`src/rtl/multi_debouncer.sv`:
```
// N-channel debouncer: synchroniser, stability counter, registered level and rise/fall pulses per channel.
// Optional sticky rise flags are built only when MULTI_DEBOUNCER_IRQ_EN is defined.
module multi_debouncer #(
    parameter int N_CH          = 4,
    parameter int SYNC_STAGES   = 2,
    parameter int STABLE_CYCLES = 4
) (
    input  logic            clk,
    input  logic            reset_n,
    input  logic [N_CH-1:0] sig,
    input  logic [N_CH-1:0] ch_en,
    output logic [N_CH-1:0] level,
    output logic [N_CH-1:0] rise,
    output logic [N_CH-1:0] fall,
    output logic [N_CH-1:0] irq_pending,
    input  logic [N_CH-1:0] irq_clr
);

    localparam int CNT_W = $clog2(STABLE_CYCLES + 1);
    localparam logic [CNT_W-1:0] CNT_LAST = CNT_W'(STABLE_CYCLES - 1);
    localparam logic [CNT_W-1:0] CNT_ONE  = CNT_W'(1);

    // Synchroniser chain stored stage-major: sync_q[s][ch].
    logic [N_CH-1:0]  sync_q [SYNC_STAGES];
    logic [N_CH-1:0]  sync_d [SYNC_STAGES];
    logic [N_CH-1:0]  sync_val;

    logic [CNT_W-1:0] cnt_q [N_CH];
    logic [CNT_W-1:0] cnt_d [N_CH];
    logic [N_CH-1:0]  level_q, level_d;
    logic [N_CH-1:0]  rise_q, rise_d;
    logic [N_CH-1:0]  fall_q, fall_d;

    always_comb begin
        for (int s = 0; s < SYNC_STAGES; s++) begin
            sync_d[s] = (s == 0) ? sig : sync_q[(s == 0) ? 0 : s - 1];
        end
    end

    assign sync_val = sync_q[SYNC_STAGES-1];

    // A new value is accepted on the edge where it has been seen STABLE_CYCLES times in a row.
    always_comb begin
        level_d = level_q;
        rise_d  = '0;
        fall_d  = '0;
        for (int ch = 0; ch < N_CH; ch++) begin
            cnt_d[ch] = cnt_q[ch];
            if (!ch_en[ch]) begin
                cnt_d[ch] = '0;
            end else if (sync_val[ch] == level_q[ch]) begin
                cnt_d[ch] = '0;
            end else if (cnt_q[ch] == CNT_LAST) begin
                cnt_d[ch]   = '0;
                level_d[ch] = sync_val[ch];
                rise_d[ch]  = sync_val[ch];
                fall_d[ch]  = ~sync_val[ch];
            end else begin
                cnt_d[ch] = cnt_q[ch] + CNT_ONE;
            end
        end
    end

    always_ff @(posedge clk) begin
        if (!reset_n) begin
            for (int s = 0; s < SYNC_STAGES; s++) begin
                sync_q[s] <= '0;
            end
            for (int ch = 0; ch < N_CH; ch++) begin
                cnt_q[ch] <= '0;
            end
            level_q <= '0;
            rise_q  <= '0;
            fall_q  <= '0;
        end else begin
            for (int s = 0; s < SYNC_STAGES; s++) begin
                sync_q[s] <= sync_d[s];
            end
            for (int ch = 0; ch < N_CH; ch++) begin
                cnt_q[ch] <= cnt_d[ch];
            end
            level_q <= level_d;
            rise_q  <= rise_d;
            fall_q  <= fall_d;
        end
    end

    assign level = level_q;
    assign rise  = rise_q;
    assign fall  = fall_q;

`ifdef MULTI_DEBOUNCER_IRQ_EN
    logic [N_CH-1:0] irq_q, irq_d;

    // Set on the visible rise pulse; a coinciding clear loses to the set.
    always_comb begin
        irq_d = (irq_q & ~irq_clr) | rise_q;
    end

    always_ff @(posedge clk) begin
        if (!reset_n) begin
            irq_q <= '0;
        end else begin
            irq_q <= irq_d;
        end
    end

    assign irq_pending = irq_q;
`else
    logic unused_irq_clr;
    assign unused_irq_clr = ^irq_clr;
    assign irq_pending    = '0;
`endif

endmodule

```
`config.mk`:
```
export PLATFORM = sky130hd
export DESIGN_NAME = multi_debouncer
export DESIGN_NICKNAME = d
export VERILOG_FILES = /design/src/rtl/multi_debouncer.sv
export SDC_FILE = /design/constraint.sdc
export NUM_CORES = 1
export LEC_CHECK = 0
export CAP_MARGIN = 20
export CORE_MARGIN = 2
export CORE_UTILIZATION = 45
export CTS_CLUSTER_SIZE = 30
export DETAILED_ROUTE_END_ITERATION = 10
export HOLD_SLACK_MARGIN = 0.02
export PLACE_DENSITY = 0.74
export SETUP_SLACK_MARGIN = 0.1
export SYNTH_ARGS = -nofsm -noshare
export SYNTH_HDL_FRONTEND = slang
export SYNTH_SLANG_ARGS = --single-unit
```
`constraint.sdc`:
```
create_clock -name clk -period 1.3 [get_ports clk]
set_input_delay 0.26 -clock clk [delete_from_list [all_inputs] [get_ports clk]]
set_output_delay 0.26 -clock clk [all_outputs]
set_load 0.01 [all_outputs]
```
==> impl_metrics.toml, run 1 <==
[synthesis]
ys_seq_elements = 32
netlist_instances = 107
synthTopCellsByArea = "dfxtp_1 (52%), ha_1 (8.1%), nor3b_2 (6.1%)"
synth_top_area_cell = "dfxtp_1"
syn_area_um2 = 1230
ys_seq_area_share_pct = 52.1
synth_cell_type_count = 16
yosysTopAreaCellShare_pct = 52.1
avgSynthCellArea_um2 = 11.5
ys_warn_count = 0

[route]
first_pass_iters = 2
num_vias = 819
initialDrtViolationCount = 5
drtAntennaViolNets = 0
wl_um = 1990
via_per_inst = 4.88
drc = 0
wire_per_inst_um = 11.8

[power_and_ir_drop]
power_density_nw_per_um2 = 1080
p_clk_share_pct = 35.4
share_seq_of_total_power_pct = 59.5
switching_share_pct = 22.6
totalPowerFinal_mw = 1.68
internal-power_mw = 1.30
p_leak_nw = 0.586
p_comb_share_pct = 5.1
peakVddDrop_mv = 0.686
p_sw_mw = 0.381

[cells_and_area]
finalNonFillerCells = 168
utilization_pct = 61.3
fin_nets = 159
area_growth_pct = 26.8
fillers = 228
n_antenna_cell = 0
drive_above_1_share_pct = 27.5
seq_area_um2 = 641
multi_input_area_um2 = 573

[critical_path]
critPathMaxFanout = 1
cp-end-kind = "primary output"
cp_slowest_stage_delay_ns = 0.33
worstPathArrival_ns = 0.90
crit_slowest_cell = "dfxtp_1"
setup.worst_path.start_class = "flip-flop"
r2r_setup_slack_ns = 0.17
path_cells = "clkdlybuf4s15_1"
crit_family = "flip-flops"
required_ns = 1.04
crit_buf_inv = 1
path_class = "flip-flop to primary output"

[floorplanning]
die_x_um = 56.3
initial_core_util_pct = 48.3
io_pins = 30
floorplan.rows = 18
fp.coreArea_um2 = 2540
die_h_um = 56.3
die-area_um2 = 3170

[clock_tree]
clk_path_buf_depth = 2
clockRootBuffer = "clkbuf_4"
postCtsSetupBuffers = 0
clock_latency_ns = 0.33
cts_tree = "done"
clkTransAtPathRegs_ns = 0.10
ctsHoldBuffers = 0
htreeDepth = 2
numCtsBuffers = 5
cts.sinks = 32

[timing]
worst_hold_slack_ns = 0.433
clock.fmax_mhz = 866
setup_ws_ns = 0.145
rsz0062_at_grt = "no"
finalCritPeriodShare_pct = 88.9
hold_violations = 0
fin_crit_ns = 1.16
clock_skew_ns = 0.00536
maxSlewViolCount = 0
setup_violations = 0

[grt]
grt_overflow_total = 0
grt_usage_pct = 14.1
grt_max_degree = 25
first_global_vias = 814
antenna_found_initial = 0
grt_pass1_wl_um = 3420

[placed_design]
dpl.cell_count = 160
gp_congestion = 0.695
dp_hpwl_um = 1410
port_buffers = 21
pre_cts_ws_ns = -0.111

[run_status]
outcome = "completed"

[hold_path]
holdCritPathClass = "flip-flop to flip-flop"

[job]
drv_cap = 0
-- logic make-up after synthesis --
group | Yosys count | synth area share, %
buf+inv | 10 | 4.88
flops | 32 | 52.1
mux | 4 | 3.26
fa+ha+maj | 8 | 8.14
simple gates | 48 | 28.5
other cells | 1 | 0.305
xor+xnor | 4 | 2.85
-- repair_timing --
action | 4_1_cts | 5_1_grt
gates resized for setup | 15 | 22
pin swaps | 0 | 1
setup endpoints to repair | 12 | 26
-- synthesized netlist by cell type --
master    number
and2_1         8
buf_4          4
buf_6          1
clkbuf_1       1
conb_1         1
dfxtp_1       32
ha_1           8
inv_1          4
mux2i_1        4
nand2_1       16
nand3_2        4
nor3b_1        2
nor3b_2        6
nor4_1         8
nor4b_2        4
xnor2_1        4
-- final timing paths --
kind          startpoint           to  cells after the start
max              fall[0]      fall[0]                      1
min reg2reg  cnt_q[1][0]  cnt_q[1][0]                      1
min          cnt_q[1][0]  cnt_q[1][0]                      1
max reg2reg  cnt_q[2][0]  cnt_q[2][2]                      3
-- cell type report --
cell class	instances	share of cell area (%)
clock inverter	1	0.482
inverter	4	0.963
timing repair buffer	26	14.8
multi-input combinational	68	36.8
clock buffer	7	3.53
sequential	32	41.1
tap	30	2.41
-- worst register-to-register path: stages (launching register included) --
cell	delay (ns)
dfxtp_1	0.33
ha_1	0.20
ha_2	0.25
nor4_1	0.27
-- state kept, by name (all words and copies together) (netlist names) --
signal  flops
sync_q      8
cnt_q      12
fall        4
rise        4
level       4
-- per-layer routing --
| metal | track usage, % | wire [um] | share of wire (%) | up-vias |
|---|---|---|---|---|
| met5 | 0 | 0 | 0 | - |
| met4 | 6.12 | 10 | 0.50 | 0 |
| met3 | 7.14 | 105 | 5.3 | 2 |
| met2 | 22.7 | 1060 | 53 | 16 |
| met1 | 15.7 | 813 | 41 | 383 |
| li1 | - | - | - | 418 |
-- through the flow --
stage | instance area, um^2 | TNS, ns
global placement | 1490 | -0.193
detailed placement | 1490 | -0.698
global route | 1560 | 0
finish | 1560 | 0
floorplan | 1240 | 0
CTS | 1550 | 0
-- placed cells by master (no fill, tap or decap), drive strengths merged --
master	netlist	routed
nand3	4	4
dfxtp	32	32
clkbuf	1	13
mux2i	4	4
xnor2	4	4
nor4	8	8
clkdlybuf4s50	0	9
clkinvlp	0	1
ha	8	8
and2	8	8
inv	4	4
nand2	16	16
conb	1	4
nor4b	4	4
nor3b	8	8
clkdlybuf4s15	0	6
buf	5	5
-- power by group through the flow --
stage	logic, mW	registers [mW]	clock network, mW
2_1_floorplan	0.0501	1.02	0
3_3_place_gp	0.0813	1.02	0
3_5_place_dp	0.0838	1.03	0
4_1_cts	0.0844	1.00	0.615
5_1_grt	0.0949	1.00	0.655
6_report	0.0858	1.00	0.596
(Power assumes the default switching activity.)
==> run 2: changes to the inputs <==
--- a/config.mk
+++ b/config.mk
@@ -7,11 +7,11 @@
 export LEC_CHECK = 0
 export CAP_MARGIN = 20
 export CORE_MARGIN = 2
-export CORE_UTILIZATION = 45
+export CORE_UTILIZATION = 42
 export CTS_CLUSTER_SIZE = 30
 export DETAILED_ROUTE_END_ITERATION = 10
 export HOLD_SLACK_MARGIN = 0.02
-export PLACE_DENSITY = 0.74
+export PLACE_DENSITY = 0.7
 export SETUP_SLACK_MARGIN = 0.1
 export SYNTH_ARGS = -nofsm -noshare
 export SYNTH_HDL_FRONTEND = slang
==> impl_metrics.toml, run 2 (synthesized netlist as in run 1, its figures left out) <==
[critical_path]
critPathMaxFanout = 1
worstPathArrival_ns = 0.89
r2r_setup_slack_ns = 0.17
cp_slowest_stage_delay_ns = 0.30
path_cells = "dlygate4sd2_1"
setup.worst_path.start_class = "flip-flop"
required_ns = 1.04
crit_family = "flip-flops"
crit_buf_inv = 1
cp-end-kind = "primary output"
crit_slowest_cell = "dfxtp_1"
rr_endpoint = "cnt_q[2][2]"
r2r_start = "cnt_q[2][0]"
rr_worst_depth = 3
path_class = "flip-flop to primary output"

[grt]
met3_usage_pct = 7.37
grt_pass1_wl_um = 3240
grt_usage_pct = 13.0
grt_max_degree = 20
first_global_vias = 784
antenna_found_initial = 0
gr-usage-met1_pct = 13.8
top_usage_layer = "met2"
grt_overflow_total = 0
use_met2_pct = 21.4

[timing]
clock_skew_ns = 0.00781
maxSlewViolCount = 0
clock.fmax_mhz = 869
fin_crit_ns = 1.15
rsz0062_at_grt = "yes"
setup_violations = 0
finalCritPeriodShare_pct = 88.6
hold_violations = 0

[floorplanning]
initial_core_util_pct = 44.6
die_x_um = 58.1
floorplan.rows = 19
fp.coreArea_um2 = 2760
io_pins = 30
die-area_um2 = 3380
die_h_um = 58.1

[route]
drc = 0
via_per_inst = 4.74
drtAntennaViolNets = 0
initialDrtViolationCount = 13
wire_per_inst_um = 10.7
num_vias = 805
wl_um = 1830
first_pass_iters = 3

[clock_tree]
htreeDepth = 2
clockRootBuffer = "clkbuf_4"
clock_latency_ns = 0.32
clkTransAtPathRegs_ns = 0.10
cts_tree = "done"
numCtsBuffers = 5
clk_path_buf_depth = 2
cts.sinks = 32

[placed_design]
port_buffers = 21
gp_congestion = 0.670
dp_hpwl_um = 1320

[power_and_ir_drop]
totalPowerFinal_mw = 1.92
peakVddDrop_mv = 0.940
p_leak_nw = 0.612
power_density_nw_per_um2 = 1210

[hold_path]
hold_depth = 1
holdCritPathClass = "flip-flop to flip-flop"
hp-start = "cnt_q[1][0]"
min_to = "cnt_q[1][0]"

[job]
drv_cap = 0

[run_status]
outcome = "completed"

[cells_and_area]
fillers = 247
area_growth_pct = 29.1
largest_register_ff_count = 12
layout_common_cells = "dfxtp_1 (32), nand2_1 (16), clkdlybuf4s50_1 (9), and2_1 (8), nor4_1 (7)"
utilization_pct = 57.6
drive_above_1_share_pct = 27.3
n_antenna_cell = 0
top_register = "cnt_q"
reg.largest.list = "cnt_q x12, sync_q x8"
fin_nets = 160
layout.cells.most_common = "dfxtp_1"
[run 2: cell type report]
| cell class | instances | area [um^2] | share of cell area (%) |
|---|---|---|---|
| sequential | 32 | 641 | 40.3 |
| multi-input combinational | 68 | 557 | 35.1 |
| timing repair buffer | 27 | 241 | 15.2 |
| clock buffer | 7 | 65.1 | 4.10 |
| tap | 31 | 38.8 | 2.44 |
| clock inverter | 1 | 30.0 | 1.89 |
| inverter | 4 | 15.0 | 0.946 |
[run 2: stage by stage]
stage | setup TNS, ns | cells | setup WS, ns | area (um^2) | hold slack (ns)
after global placement | -0.162 | 162 | -0.0272 | 1500 | 0.415
after global routing | 0 | 170 | 0.0711 | 1590 | 0.465
after CTS | 0 | 170 | 0.0911 | 1590 | 0.437
after detailed placement | -0.367 | 162 | -0.0624 | 1500 | 0.421
final | 0 | 170 | 0.149 | 1590 | 0.433
after floorplan | 0 | 110 | 0.247 | 1240 | 0.387
[run 2: worst max-delay path by stage]
stage / startpoint / endpoint / slack, ns / depth (start not counted)
after floorplan: cnt_q[0][0] / cnt_q[0][2] / 0.25 / 3
after detailed placement: reset_n / cnt_q[3][2] / -0.06 / 4
final: fall[0] / fall[0] / 0.15 / 1
after CTS: level[3] / level[3] / 0.09 / 1
after global routing: cnt_q[2][0] / fall[2] / 0.07 / 4
after global placement: reset_n / cnt_q[0][2] / -0.03 / 4
[run 2: routing by layer]
layer	part of all wire, %	up-vias
li1	-	417
met1	43	364
met2	48	18
met3	7.1	6
met4	1.9	0
met5	0	-
[run 2: where the power goes]
group	total [mW]	internal, mW	switching [mW]
Clock	0.834	0.511	0.323
Sequential	1.00	0.993	0.00813
Combinational	0.0861	0.0467	0.0394
Total	1.92	1.55	0.371
[run 2: timing repair]
item,in CTS,in global routing
pin swaps,0,1
hold buffers,0,0
setup endpoints to repair,12,25
gates resized for setup,14,19
endpoints found under the hold margin,0,0
setup buffers,0,0
